<file path="config.mk">
export PLATFORM = sky130hd
export DESIGN_NAME = morse_rx_decoder_flat
export DESIGN_NICKNAME = d
export VERILOG_FILES = /design/src/rtl/morse_rx_decoder_if.sv /design/src/rtl/morse_rx_decoder.sv /design/src/flat_wrapper.sv
export SDC_FILE = /design/constraint.sdc
export NUM_CORES = 1
export LEC_CHECK = 0
export ABC_AREA = 1
export CORE_UTILIZATION = 35
export CTS_BUF_LIST = sky130_fd_sc_hd__clkbuf_4
export DETAILED_ROUTE_END_ITERATION = 6
export GPL_TIMING_DRIVEN = 1
export PLACE_DENSITY_LB_ADDON = 0.2
export SETUP_SLACK_MARGIN = 0.3
export SLEW_MARGIN = 20
export SYNTH_ARGS = -nofsm -noshare
export SYNTH_HDL_FRONTEND = slang
export SYNTH_SLANG_ARGS = --single-unit
export TNS_END_PERCENT = 20
</file>
<file path="constraint.sdc">
create_clock -name clk -period 5.4 [get_ports clk]
set_input_delay 0.54 -clock clk [delete_from_list [all_inputs] [get_ports clk]]
set_output_delay 0.54 -clock clk [all_outputs]
set_load 0.05 [all_outputs]
</file>
<file path="src/rtl/morse_rx_decoder_if.sv">
// morse_rx_decoder_if
//   Bundles the Morse receiver's line input and decoded-letter outputs.
//   Signals:
//     morse_in  raw Morse line, high = mark (asynchronous to clk)
//     letter    decoded letter, 0 = A .. 25 = Z
//     valid     one-cycle strobe, letter updated
//     err       one-cycle strobe, malformed letter discarded
//     busy      decoder is not idle
//   Modports:
//     master    line source / letter consumer
//     slave     the decoder itself
interface morse_rx_decoder_if;
  logic       morse_in;
  logic [4:0] letter;
  logic       valid;
  logic       err;
  logic       busy;

  modport master (output morse_in, input letter, valid, err, busy);
  modport slave  (input morse_in, output letter, valid, err, busy);
endinterface

</file>
<file path="src/rtl/morse_rx_decoder.sv">
// morse_rx_decoder
//   Samples a serial Morse line, measures mark/space run lengths in clock
//   cycles, classifies marks as dot or dash and, at each letter gap, emits
//   the decoded letter with a one-cycle valid strobe (or a one-cycle err
//   strobe for malformed input).
//   Parameters:
//     UNIT_TICKS  clock cycles per Morse unit (>= 2, even)
//   Ports:
//     clk    system clock
//     reset  asynchronous, active-high
//     bus    morse_rx_decoder_if.slave (morse_in in; letter/valid/err/busy out)
//   Build option:
//     MORSE_RX_FULL_ALPHABET_EN  defined: A..Z decode; undefined: only A..H
//                                decode, other legal codes report err.
//
//   state | meaning
//   IDLE  | waiting for the first mark of a letter
//   MARK  | line high, timing a symbol
//   SPACE | line low between symbols, watching for the letter gap
//   ERROR | overlong mark seen, waiting for 2 units of continuous low
module morse_rx_decoder #(
  parameter int UNIT_TICKS = 25000000
) (
  input logic                clk,
  input logic                reset,
  morse_rx_decoder_if.slave  bus
);

  localparam int RUN_W = $clog2(3*UNIT_TICKS+2);
  localparam logic [RUN_W-1:0] RUN_MAX = RUN_W'(3*UNIT_TICKS+1);
  localparam logic [RUN_W-1:0] LOW_END = RUN_W'(2*UNIT_TICKS);
  // Dash threshold compared against 2*L to avoid a fractional 1.5 units.
  localparam logic [RUN_W:0]   DASH_MIN2 = (RUN_W+1)'(3*UNIT_TICKS);

  typedef enum logic [1:0] {IDLE, MARK, SPACE, ERROR} state_t;

  state_t           state_q, state_d;
  logic             sync1_q, sync1_d;
  logic             s_q, s_d;
  logic             s_last_q, s_last_d;
  logic [RUN_W-1:0] run_q, run_d;
  logic [3:0]       pat_q, pat_d;
  logic [2:0]       n_q, n_d;
  logic [4:0]       letter_q, letter_d;
  logic             valid_q, valid_d;
  logic             err_q, err_d;

  logic [5:0]       dec;
  logic             legal;
  logic             is_dash;

  // Returns {legal, letter}; the newest symbol sits in bit 0 of p.
  function automatic logic [5:0] decode(input logic [2:0] cnt, input logic [3:0] p);
    logic [5:0] r;
    r = 6'd0;
    case (cnt)
      3'd1: r = p[0] ? {1'b1, 5'd19} : {1'b1, 5'd4};
      3'd2:
        case (p[1:0])
          2'b00: r = {1'b1, 5'd8};
          2'b01: r = {1'b1, 5'd0};
          2'b10: r = {1'b1, 5'd13};
          default: r = {1'b1, 5'd12};
        endcase
      3'd3:
        case (p[2:0])
          3'b000: r = {1'b1, 5'd18};
          3'b001: r = {1'b1, 5'd20};
          3'b010: r = {1'b1, 5'd17};
          3'b011: r = {1'b1, 5'd22};
          3'b100: r = {1'b1, 5'd3};
          3'b101: r = {1'b1, 5'd10};
          3'b110: r = {1'b1, 5'd6};
          default: r = {1'b1, 5'd14};
        endcase
      3'd4:
        case (p)
          4'b0000: r = {1'b1, 5'd7};
          4'b0001: r = {1'b1, 5'd21};
          4'b0010: r = {1'b1, 5'd5};
          4'b0100: r = {1'b1, 5'd11};
          4'b0110: r = {1'b1, 5'd15};
          4'b0111: r = {1'b1, 5'd9};
          4'b1000: r = {1'b1, 5'd1};
          4'b1001: r = {1'b1, 5'd23};
          4'b1010: r = {1'b1, 5'd2};
          4'b1011: r = {1'b1, 5'd24};
          4'b1100: r = {1'b1, 5'd25};
          4'b1101: r = {1'b1, 5'd16};
          default: r = 6'd0;
        endcase
      default: r = 6'd0;
    endcase
    return r;
  endfunction

  always_comb begin
    dec = decode(n_q, pat_q);
`ifdef MORSE_RX_FULL_ALPHABET_EN
    legal = dec[5];
`else
    legal = dec[5] && (dec[4:3] == 2'b00);
`endif
    is_dash = ({run_q, 1'b0} >= DASH_MIN2);
  end

  always_comb begin
    sync1_d  = bus.morse_in;
    s_d      = sync1_q;
    s_last_d = s_q;
    // run restarts at 1 whenever s differs from the previous sample.
    if (s_q != s_last_q)      run_d = RUN_W'(1);
    else if (run_q == RUN_MAX) run_d = run_q;
    else                       run_d = run_q + RUN_W'(1);

    state_d  = state_q;
    pat_d    = pat_q;
    n_d      = n_q;
    letter_d = letter_q;
    valid_d  = 1'b0;
    err_d    = 1'b0;

    case (state_q)
      IDLE: begin
        if (s_q) begin
          state_d = MARK;
          n_d     = 3'd0;
        end
      end
      MARK: begin
        if (s_q) begin
          if (run_d == RUN_MAX) begin
            err_d   = 1'b1;
            state_d = ERROR;
          end
        end else begin
          pat_d   = {pat_q[2:0], is_dash};
          n_d     = (n_q == 3'd5) ? 3'd5 : n_q + 3'd1;
          state_d = SPACE;
        end
      end
      SPACE: begin
        if (s_q) begin
          state_d = MARK;
        end else if (run_d == LOW_END) begin
          state_d = IDLE;
          if (legal) begin
            valid_d  = 1'b1;
            letter_d = dec[4:0];
          end else begin
            err_d = 1'b1;
          end
        end
      end
      ERROR: begin
        if (!s_q && run_d == LOW_END) state_d = IDLE;
      end
      default: state_d = IDLE;
    endcase
  end

  always_ff @(posedge clk or posedge reset) begin
    if (reset) begin
      state_q  <= IDLE;
      sync1_q  <= 1'b0;
      s_q      <= 1'b0;
      s_last_q <= 1'b0;
      run_q    <= '0;
      pat_q    <= 4'd0;
      n_q      <= 3'd0;
      letter_q <= 5'd0;
      valid_q  <= 1'b0;
      err_q    <= 1'b0;
    end else begin
      state_q  <= state_d;
      sync1_q  <= sync1_d;
      s_q      <= s_d;
      s_last_q <= s_last_d;
      run_q    <= run_d;
      pat_q    <= pat_d;
      n_q      <= n_d;
      letter_q <= letter_d;
      valid_q  <= valid_d;
      err_q    <= err_d;
    end
  end

  assign bus.letter = letter_q;
  assign bus.valid  = valid_q;
  assign bus.err    = err_q;
  assign bus.busy   = (state_q != IDLE);

endmodule

</file>
<file path="src/flat_wrapper.sv">
// flat-port wrapper written by rule: the top's interface ports become plain ports
module morse_rx_decoder_flat 
#(
  parameter int UNIT_TICKS = 25000000
)
  (clk, reset, bus_morse_in, bus_letter, bus_valid, bus_err, bus_busy);
  morse_rx_decoder_if bus_i ();
  input logic clk;
  input logic reset;
  input wire logic [$bits(bus_i.morse_in)-1:0] bus_morse_in;
  output wire logic [$bits(bus_i.letter)-1:0] bus_letter;
  output wire logic [$bits(bus_i.valid)-1:0] bus_valid;
  output wire logic [$bits(bus_i.err)-1:0] bus_err;
  output wire logic [$bits(bus_i.busy)-1:0] bus_busy;
  assign bus_i.morse_in = bus_morse_in;
  assign bus_letter = bus_i.letter;
  assign bus_valid = bus_i.valid;
  assign bus_err = bus_i.err;
  assign bus_busy = bus_i.busy;
  morse_rx_decoder #(.UNIT_TICKS(UNIT_TICKS)) u_core (.clk(clk), .reset(reset), .bus(bus_i));
endmodule
</file>
==> results.py, run 1 <==
metrics = {
    "global_routing": {
        "grtUsageTotal_pct": 19.8,
        "antenna_found_initial": 0,
        "grt_overflow": 0,
        "grt_pass1_wl_um": 17200,
        "first_global_vias": 3479,
        "grt_max_degree": 47,
    },
    "hold_path": {
        "whs_path_depth": 0,
        "hp-class": "flip-flop to flip-flop",
        "hold_path_end": "u_core.s_last_d$_DFF_PP0_",
        "min-delay-start": "u_core.s_d$_DFF_PP0_",
    },
    "run_status": {
        "outcome": "complete, but fails checks",
        "violations": "design-rule violations",
    },
    "setup_path": {
        "reg2reg_from": "u_core.run_q[0]$_DFF_PP0_",
        "endpoint_kind": "flip-flop",
        "r2r-end": "u_core.bus.letter[0]$_DFFE_PP0P_",
        "path_cells": "ha_1 > nand3_2 > nor2_4 > nand2_2 > inv_2 > nand2_1 > xor2_1 > nand3_1 > nor2_1 > nand4_1 > nor2_1 > a21oi_1",
        "reg2reg_depth": 12,
        "path_buf_inv": 1,
        "timing.setup.critical_path_class": "flip-flop to flip-flop",
        "crit_path_start_kind": "flip-flop",
        "cp.arrival_ns": 3.29,
        "r2r_slack_ns": 2.36,
        "critPathMaxFanout": 8,
        "critPathMaxStageDelay_ns": 0.61,
        "cpMostUsedCell": "nor2_1",
        "crit_family": "simple AND/OR/NAND/NOR gates",
        "slowest_stage": "dfrtp_1",
        "cp.required_ns": 5.65,
    },
    "cells_and_area": {
        "final_cell_area_um2": 4040,
        "drive_above_1_share_pct": 9.17,
        "finalNonFillerCells": 725,
        "num-fill-cells": 1123,
        "nets": 605,
        "syn_to_final_growth_pct": 8.00,
        "num_antenna_cells": 0,
    },
    "placed_design": {
        "placedCellCount": 717,
        "placed_area_um2": 3970,
        "dp_hpwl_um": 8500,
        "portBuffers": 10,
        "place_congestion": 0.962,
    },
    "clock_tree": {
        "cts_num_sinks": 46,
        "insertion_delay_ns": 0.37,
        "cts.clk_slew.worst_paths_ns": 0.16,
        "post_cts_buffers": 0,
        "cts_tree": "built",
        "htree_levels": 2,
        "cts_buffer_depth": 2,
        "cts_made_buffers": 5,
        "ctsResizeCount": 0,
        "cts_hold_buf": 0,
        "cts_root_buf": "clkbuf_4",
    },
    "timing": {
        "timing.final.crit_share_pct": 56.3,
        "tightest_slew_ns": 0.803,
        "rsz0062_at_grt": "false",
        "timing.fmax_mhz": 329,
        "fin_skew_ns": 0.0188,
        "slew_violations": 0,
        "setup_tns_ns": 0,
        "finalHoldViolCount": 0,
        "layout_min_cycle_time_ns": 3.04,
        "slew-limit-headroom_pct": 46.4,
        "setup_violations": 0,
        "holdWs_ns": 0.375,
    },
    "logic_synthesis": {
        "yosysSeqAreaShare_pct": 30.8,
        "synth_seq_cells": 46,
        "synth.top_cell.area_share_pct": 30.8,
        "synth_edf_count": 0,
        "synthTopCellsByArea": "dfrtp_1 (31%), nand2_1 (16%), nor2_1 (9.3%), inv_1 (8.6%), nand3_1 (6.7%)",
        "yosys.area.top_type": "dfrtp_1",
        "synthTopCellsByCount": "nand2_1 (156), nor2_1 (93), inv_1 (86)",
        "yosysWarnings": 0,
        "synth_cells": 576,
        "yosysMostFrequentCell": "nand2_1",
        "synthDistinctLibCells": 40,
        "syn_area_um2": 3740,
        "syn-mean-instance-area_um2": 6.49,
        "synth_nets": 593,
        "synth_ff_type": "dfrtp_1",
        "postSynth.asyncResetShare_pct": 100,
    },
    "floorplan": {
        "initial_core_util_pct": 36.2,
        "die_y_um": 105,
        "die_w_um": 105,
        "io_pins": 11,
        "fp.coreArea_um2": 10300,
        "die_area_um2": 11100,
        "core.rowCount": 37,
    },
    "drt": {
        "drt_iter0_drc": 372,
        "wirelength_um": 10500,
        "detail-route-antenna-nets": 0,
        "firstDrtPassIters": 7,
        "route.detailed.drc": 4,
        "vias": 3669,
        "post_drt_wl_per_cell_um": 14.4,
        "avgViaCountPerCell": 5.06,
    },
    "flow_run": {
        "drv_cap": 0,
    },
    "power": {
        "finalPower_mw": 1.06,
        "ir_drop_mv": 0.172,
        "p_leak_nw": 1.88,
        "power_density_nw_per_um2": 262,
    },
}
==> metal layers <==
layer  track usage (%)  share of wire, %  up-vias
met2              31.8                45      102
met5                 0                 0        -
met4              6.24               1.9        0
met1              27.5                50     1698
li1                  -                 -     1853
met3              2.47               3.4       16
==> flip-flops by register name (all words and copies together) (netlist names) <==
signal	flops
u_core.bus.valid	1
u_core.bus.letter	5
u_core.n_q	3
u_core.pat_q	4
u_core.s_d	1
u_core.s_last_q	1
u_core.bus.err	1
u_core.state_q	2
u_core.s_last_d	1
u_core.run_q	27
==> report_power, final <==
part | switching, mW | internal [mW]
Combinational | 0.293 | 0.151
Clock | 0.125 | 0.0524
Sequential | 0.0580 | 0.381
==> kinds of logic (layout without fill, tap and decap cells) <==
group           count (synthesis)  after routing  synth area share (%)
simple gates                  365            365                  44.3
buf+inv                        95            108                  10.2
compound gates                 50             50                  8.40
flops                          46             46                  30.8
fa+ha+maj                      14             14                  4.69
xor+xnor                        6              6                  1.61
==> worst reg2reg max path, cell delays in order (launching register included) <==
cell and delay [ns]:
dfrtp_1 0.61, ha_1 0.35, nand3_2 0.15, nor2_4 0.19, nand2_2 0.13, inv_2 0.06
nand2_1 0.05, xor2_1 0.42, nand3_1 0.15, nor2_1 0.27, nand4_1 0.30, nor2_1 0.17
a21oi_1 0.05
==> stage by stage <==
stage          setup slack, ns  util (%)
2_1_floorplan             3.21         -
3_3_place_gp              2.49      38.5
3_5_place_dp              2.45      38.5
4_1_cts                   2.40      39.1
5_1_grt                   2.08      39.1
6_report                  2.36      39.1
==> cells in the final DEF (no fill, tap or decap), types with 2 or more instances in the layout <==
master	netlist	layout
nand2_1	156	156
nor2_1	93	93
inv_1	86	85
nand3_1	50	50
dfrtp_1	46	46
ha_1	14	14
o21ai_0	13	13
nand4_1	13	13
nand2_2	12	12
nor3_1	11	11
a21oi_1	11	11
clkdlybuf4s50_1	0	10
nor2_2	9	9
nor2_4	5	5
nand3_2	5	5
o21ai_1	5	5
clkbuf_4	0	5
o211ai_1	4	4
xor2_1	4	4
nand3b_1	4	4
o2111ai_1	3	3
inv_2	3	3
nor3_2	3	3
a31oi_1	3	3
o22ai_1	2	2
nand2_4	2	2
o21bai_1	2	2
clkinvlp_4	0	2
==> worst max-delay path by stage <==
stage,depth (start not counted),start,slack (ns),endpoint
4_1_cts,12,u_core.run_q[0]$_DFF_PP0_,2.40,u_core.bus.letter[0]$_DFFE_PP0P_
2_1_floorplan,14,u_core.run_q[0]$_DFF_PP0_,3.21,u_core.bus.letter[3]$_DFFE_PP0P_
5_1_grt,12,u_core.run_q[0]$_DFF_PP0_,2.08,u_core.bus.letter[0]$_DFFE_PP0P_
6_report,12,u_core.run_q[0]$_DFF_PP0_,2.36,u_core.bus.letter[0]$_DFFE_PP0P_
3_3_place_gp,12,u_core.run_q[0]$_DFF_PP0_,2.49,u_core.bus.letter[0]$_DFFE_PP0P_
3_5_place_dp,12,u_core.run_q[0]$_DFF_PP0_,2.45,u_core.bus.letter[0]$_DFFE_PP0P_
==> layout make-up <==
cell class,instances,area (um2),area share [%]
Inverter,89,335,8.31
Sequential cell,46,1150,28.5
Multi-Input combinational cell,435,2210,54.8
Tap cell,136,170,4.22
Timing Repair Buffer,11,108,2.67
Clock inverter,3,23.8,0.589
Clock buffer,5,37.5,0.930
(Power assumes the default switching activity.)
==> run 2, diff against run 1 <==
==> constraint.sdc (replaced) <==
create_clock -name clk -period 2.5 [get_ports clk]
set_input_delay 0.25 -clock clk [delete_from_list [all_inputs] [get_ports clk]]
set_output_delay 0.25 -clock clk [all_outputs]
set_load 0.05 [all_outputs]
==> results.py, run 2 (synthesis gave the netlist of run 1 again) <==
metrics = {
    "drt": {
        "wirelength_um": 11400,
        "drt_iter0_drc": 422,
        "post_drt_wl_per_cell_um": 15.0,
        "vias": 3886,
        "detail-route-antenna-nets": 0,
        "avgViaCountPerCell": 5.10,
        "route.detailed.drc": 0,
        "firstDrtPassIters": 5,
    },
    "clock_tree": {
        "cts_num_sinks": 46,
        "cts_tree": "built",
        "cts_made_buffers": 5,
        "cts.clk_slew.worst_paths_ns": 0.16,
        "insertion_delay_ns": 0.40,
        "cts_buffer_depth": 2,
        "cts_root_buf": "clkbuf_4",
        "cts_hold_buf": 0,
        "htree_levels": 2,
    },
    "global_routing": {
        "antenna_found_initial": 0,
        "first_global_vias": 3678,
        "grt_max_degree": 47,
        "grt_overflow": 0,
        "grt_pass1_wl_um": 18500,
        "grtUsageTotal_pct": 21.4,
    },
    "setup_path": {
        "cp.required_ns": 2.85,
        "cpMostUsedCell": "nand2_1",
        "crit_path_end": "u_core.state_q[1]$_DFFE_PP0P_",
        "cp.arrival_ns": 2.71,
        "path_buf_inv": 1,
        "critPathMaxFanout": 4,
        "reg2reg_from": "u_core.run_q[0]$_DFF_PP0_",
        "crit_path_start_kind": "flip-flop",
        "cp_num_cells": 16,
        "critPathMaxStageDelay_ns": 0.45,
        "crit_family": "simple AND/OR/NAND/NOR gates",
        "r2r_slack_ns": 0.15,
        "r2r-end": "u_core.state_q[1]$_DFFE_PP0P_",
        "endpoint_kind": "flip-flop",
        "reg2reg_depth": 16,
        "startpoint": "u_core.run_q[0]$_DFF_PP0_",
        "timing.setup.critical_path_class": "flip-flop to flip-flop",
        "slowest_stage": "dfrtp_1",
        "path_cells": "buf_6 > ha_4 > nand2_1 > nor2_2 > nand2_2 > nor2_4 > a21oi_2 > nor2_2 > nand3_2 > nor3_4 > nand3_2 > nand2_2 > nand2_4 > nor2_4 > nand2_1 > nand2_1",
    },
    "floorplan": {
        "die_y_um": 105,
        "die_w_um": 105,
        "core.rowCount": 37,
        "io_pins": 11,
        "initial_core_util_pct": 36.2,
        "die_area_um2": 11100,
        "fp.coreArea_um2": 10300,
    },
    "power": {
        "ir_drop_mv": 0.371,
        "power_density_nw_per_um2": 548,
        "finalPower_mw": 2.58,
        "p_leak_nw": 2.17,
    },
    "timing": {
        "rsz0062_at_grt": "true",
        "fin_skew_ns": 0.0120,
        "setup_violations": 0,
        "slew-limit-headroom_pct": 60.5,
        "finalHoldViolCount": 0,
        "slew_violations": 0,
        "layout_min_cycle_time_ns": 2.35,
        "setup_tns_ns": 0,
        "timing.fmax_mhz": 425,
        "timing.final.crit_share_pct": 94.1,
        "tightest_slew_ns": 0.592,
    },
    "cells_and_area": {
        "max_flop_register": "u_core.run_q",
        "mostFrequentLayoutCells": "nand2_1 (140), inv_1 (82), nor2_1 (66)",
        "nets": 642,
        "drive_above_1_share_pct": 27.0,
        "syn_to_final_growth_pct": 26.1,
        "final_common_cell": "nand2_1",
        "largest_reg_flops": 27,
        "num_antenna_cells": 0,
    },
    "placed_design": {
        "portBuffers": 10,
        "place_congestion": 0.911,
        "dp_hpwl_um": 8650,
    },
    "flow_run": {
        "drv_cap": 0,
    },
    "run_status": {
        "outcome": "completed",
    },
    "hold_path": {
        "hp-class": "input pin to flip-flop",
    },
}
run 2: cell count changes in the layout (fill, tap and decap cells not counted), moves of 12 or more:
cell     before  now
dfrtp_2       0   12
nor2_1       93   66
nand2_2      12   24
dfrtp_1      46   34
buf_4         1   33
nor2_2        9   26
nand2_1     156  140
run 2: worst reg2reg max path: cells and delay by family (launching register included):
kind | cells | cell delay (ns)
AO/OA/AOI/OAI | 1 | 0.08
adder cells (fa/ha/maj) | 1 | 0.13
buffers and inverters | 1 | 0.15
flip-flops | 1 | 0.45
AND/OR/NAND/NOR | 13 | 1.51
run 2: how the worst min path moves through the flow:
stage,from,end,slack [ns],cells past startpoint
final,bus_morse_in,u_core.s_d$_DFF_PP0_,0.27,1
after global routing,bus_morse_in,u_core.s_d$_DFF_PP0_,0.28,1
after CTS,bus_morse_in,u_core.s_d$_DFF_PP0_,0.24,1
after detailed placement,u_core.s_d$_DFF_PP0_,u_core.s_last_d$_DFF_PP0_,0.34,0
after global placement,u_core.s_d$_DFF_PP0_,u_core.s_last_d$_DFF_PP0_,0.34,0
after floorplan,bus_morse_in,u_core.s_d$_DFF_PP0_,0.28,0
run 2: report_power, final:
| group | internal [mW] | leakage, nW | switching, mW |
|---|---|---|---|
| sequential | 0.826 | 0.602 | 0.116 |
| clock | 0.217 | 0.0433 | 0.289 |
| combinational | 0.423 | 1.52 | 0.713 |
run 2: final cells by class:
cell class / instances / area (um2)
clock inverters: 3 / 48.8
inverters: 89 / 337
multi-input cells: 435 / 2520
flip-flops and latches: 46 / 1170
well taps: 136 / 170
clock buffers: 5 / 37.5
repair buffers: 48 / 433
fillers: 1040 / 5610
run 2: routing by layer:
metal  global-route usage [%]  part of all wire (%)  vias up  routed length [um]
met5                        0                     0        -                   0
li1                         -                     -     1927                   -
met3                     3.34                   6.1       18                 696
met1                     29.8                    46     1815                5220
met2                     33.7                    46      126                5260
met4                     7.14                   2.0        0                 225
run 2: stage by stage:
stage	instances	cell area (um2)	utilization [%]	setup slack, ns	hold WS, ns
finish	762	4710	45.7	0.146	0.268
global route	762	4710	45.7	0.0104	0.279
CTS	752	4510	43.7	0.153	0.245
detailed placement	728	4070	39.4	-0.0856	0.338
global placement	728	4070	39.4	-0.112	0.336
floorplan	576	3740	-	0.310	0.281
run 2: repair_timing:
item / in CTS / in global routing
hold endpoints to repair: 0 / 0
setup buffers: 15 / 10
pin swaps: 25 / 31
setup endpoints to repair: 10 / 9
gates resized for setup: 59 / 42
gates cloned: 1 / 0
==> run 3, diff against run 2 <==
--- a/config.mk
+++ b/config.mk
@@ -6,7 +6,8 @@
 export NUM_CORES = 1
 export LEC_CHECK = 0
 export ABC_AREA = 1
-export CORE_UTILIZATION = 35
+export CAP_MARGIN = 0
+export CORE_UTILIZATION = 55
 export CTS_BUF_LIST = sky130_fd_sc_hd__clkbuf_4
 export DETAILED_ROUTE_END_ITERATION = 6
 export GPL_TIMING_DRIVEN = 1
==> results.py, run 3 (synthesis gave the netlist of run 1 again) <==
metrics = {
    "power": {
        "switching_power_mw": 1.12,
        "power_density_nw_per_um2": 538,
        "power.share.combinational_pct": 47.5,
        "power.share.sequential_pct": 37.5,
        "clkPwrFrac_pct": 15.0,
        "ir_drop_mv": 0.489,
        "netSwitchingFraction_pct": 44.8,
        "p_int_mw": 1.38,
        "p_leak_nw": 2.14,
    },
    "setup_path": {
        "cpMostUsedCell": "nand2_1",
        "path_buf_inv": 1,
        "cp.arrival_ns": 2.71,
        "crit_path_start_kind": "flip-flop",
        "critPathMaxFanout": 7,
        "path_cells": "nand2_1 > nor2_1 > nand2_1 > nor2_2 > nand2_1 > nand2_1 > nand2_1 > inv_2 > nand2_2 > nor2_2 > nand3_2 > nor2_1 > nand2_1 > nand2_1 > nand2_2 > nor2_4 > nand2_1 > nand2_1",
        "crit_family": "simple AND/OR/NAND/NOR gates",
        "timing.setup.critical_path_class": "flip-flop to flip-flop",
        "slowest_stage": "dfrtp_2",
        "critPathMaxStageDelay_ns": 0.51,
        "r2r_slack_ns": 0.12,
        "reg2reg_depth": 18,
        "cp.required_ns": 2.83,
        "endpoint_kind": "flip-flop",
        "cp_num_cells": 18,
    },
    "flow_run": {
        "drv_cap": 0,
    },
    "cells_and_area": {
        "largest_reg_flops": 27,
        "syn_to_final_growth_pct": 24.2,
        "drive_above_1_share_pct": 29.4,
        "nets": 641,
        "max_flop_register": "u_core.run_q",
        "mostFrequentLayoutCells": "nand2_1 (136), inv_1 (78), nor2_1 (62)",
        "num_antenna_cells": 0,
        "final_cell_area_um2": 4640,
        "finalNonFillerCells": 702,
        "final_common_cell": "nand2_1",
        "num-fill-cells": 509,
    },
    "timing": {
        "holdWs_ns": 0.302,
        "rsz0062_at_grt": "true",
        "slew_violations": 0,
        "slew-limit-headroom_pct": 56.7,
        "setup_violations": 0,
        "fin_ws_ns": 0.124,
        "finalHoldViolCount": 0,
        "tightest_slew_ns": 0.647,
        "timing.final.crit_share_pct": 95.1,
        "layout_min_cycle_time_ns": 2.38,
        "timing.fmax_mhz": 421,
        "fin_skew_ns": 0.0188,
    },
    "floorplan": {
        "die_w_um": 84.4,
        "io_pins": 11,
        "die_area_um2": 7130,
        "core.rowCount": 29,
        "fp.coreArea_um2": 6460,
        "initial_core_util_pct": 57.9,
        "die_y_um": 84.4,
    },
    "run_status": {
        "outcome": "complete, but fails checks",
        "violations": "design-rule violations",
    },
    "drt": {
        "wirelength_um": 11500,
        "detail-route-antenna-nets": 0,
        "drt_iter0_drc": 593,
        "firstDrtPassIters": 7,
        "vias": 4142,
        "route.detailed.drc": 6,
        "avgViaCountPerCell": 5.90,
        "post_drt_wl_per_cell_um": 16.4,
    },
    "clock_tree": {
        "cts_tree": "built",
        "htree_levels": 2,
        "cts_num_sinks": 46,
        "insertion_delay_ns": 0.38,
        "cts_buffer_depth": 2,
        "cts_hold_buf": 0,
        "cts.clk_slew.worst_paths_ns": 0.15,
        "cts_root_buf": "clkbuf_4",
        "cts_made_buffers": 5,
    },
    "global_routing": {
        "grtUsageTotal_pct": 30.5,
        "first_global_vias": 3605,
        "antenna_found_initial": 0,
        "grt_max_degree": 47,
        "grt_pass1_wl_um": 17200,
        "grt_overflow": 0,
    },
    "hold_path": {
        "whs_path_depth": 1,
        "hp-class": "input pin to flip-flop",
    },
    "placed_design": {
        "dp_hpwl_um": 8060,
        "placedCellCount": 667,
        "placed_area_um2": 3980,
        "place_congestion": 0.998,
        "dp_slack_ns": 0.0440,
        "portBuffers": 10,
    },
}
## run 3: changes by cell type in the layout (fill, tap and decap cells not counted), sizes merged
cell,before,now
inv,90,89
clkinv,0,2
clkinvlp,1,0
bufinv,1,0
bufbuf,1,0
clkbuf,5,6
## run 3: worst register-to-register path, stage by stage (launching register included)
cell and delay, ns:
dfrtp_2 0.51, nand2_1 0.17, nor2_1 0.19, nand2_1 0.09
nor2_2 0.13, nand2_1 0.07, nand2_1 0.07, nand2_1 0.08
inv_2 0.09, nand2_2 0.09, nor2_2 0.13, nand3_2 0.11
nor2_1 0.17, nand2_1 0.07, nand2_1 0.07, nand2_2 0.09
nor2_4 0.11, nand2_1 0.05, nand2_1 0.06
## run 3: final cells by class
type	instances	area [um2]	share of cell area [%]
Timing Repair Buffer	47	397	8.54
Clock buffer	6	45.0	0.970
Inverter	89	339	7.30
Tap cell	77	96.3	2.08
Sequential cell	46	1170	25.2
Multi-Input combinational cell	435	2580	55.6
Clock inverter	2	13.8	0.296
## run 3: final timing paths
| path | startpoint | to |
|---|---|---|
| setup reg to reg | u_core.run_q[2]$_DFF_PP0_ | u_core.state_q[1]$_DFFE_PP0P_ |
| hold / removal | bus_morse_in | u_core.s_d$_DFF_PP0_ |
| setup / recovery | u_core.run_q[2]$_DFF_PP0_ | u_core.state_q[1]$_DFFE_PP0P_ |
| min in group asynchronous | reset | u_core.state_q[1]$_DFFE_PP0P_ |
| hold reg to reg | u_core.s_d$_DFF_PP0_ | u_core.s_last_d$_DFF_PP0_ |
| max in group asynchronous | reset | u_core.run_q[3]$_DFF_PP0_ |
## run 3: what timing repair did
| item | in CTS | in global routing |
|---|---|---|
| setup endpoints to repair | 10 | 9 |
| pin swaps | 1 | 38 |
| gates resized for setup | 21 | 104 |
| buffers inserted | 8 | 19 |
## run 3: power by group through the flow
stage	Combinational (mW)	Clock [mW]	Sequential [mW]
2_1_floorplan	0.768	0	0.917
3_3_place_gp	0.974	0	0.938
3_5_place_dp	0.994	0	0.941
4_1_cts	1.05	0.381	0.921
5_1_grt	1.34	0.405	0.950
6_report	1.19	0.374	0.937
## run 3: metrics by stage
stage | total power, mW | util (%) | TNS, ns
floorplan | 1.68 | - | 0
global placement | 1.91 | 61.6 | 0
detailed placement | 1.94 | 61.6 | 0
CTS | 2.35 | 64.3 | 0
global route | 2.69 | 71.9 | -0.0235
finish | 2.50 | 71.9 | 0
## run 3: layer usage
metal,track usage [%],share of wire (%),vias to the layer above
met5,0,0,-
met1,43.8,40,1912
met3,4.42,11,47
met4,8.78,3.1,0
li1,-,-,1919
met2,48.2,46,264
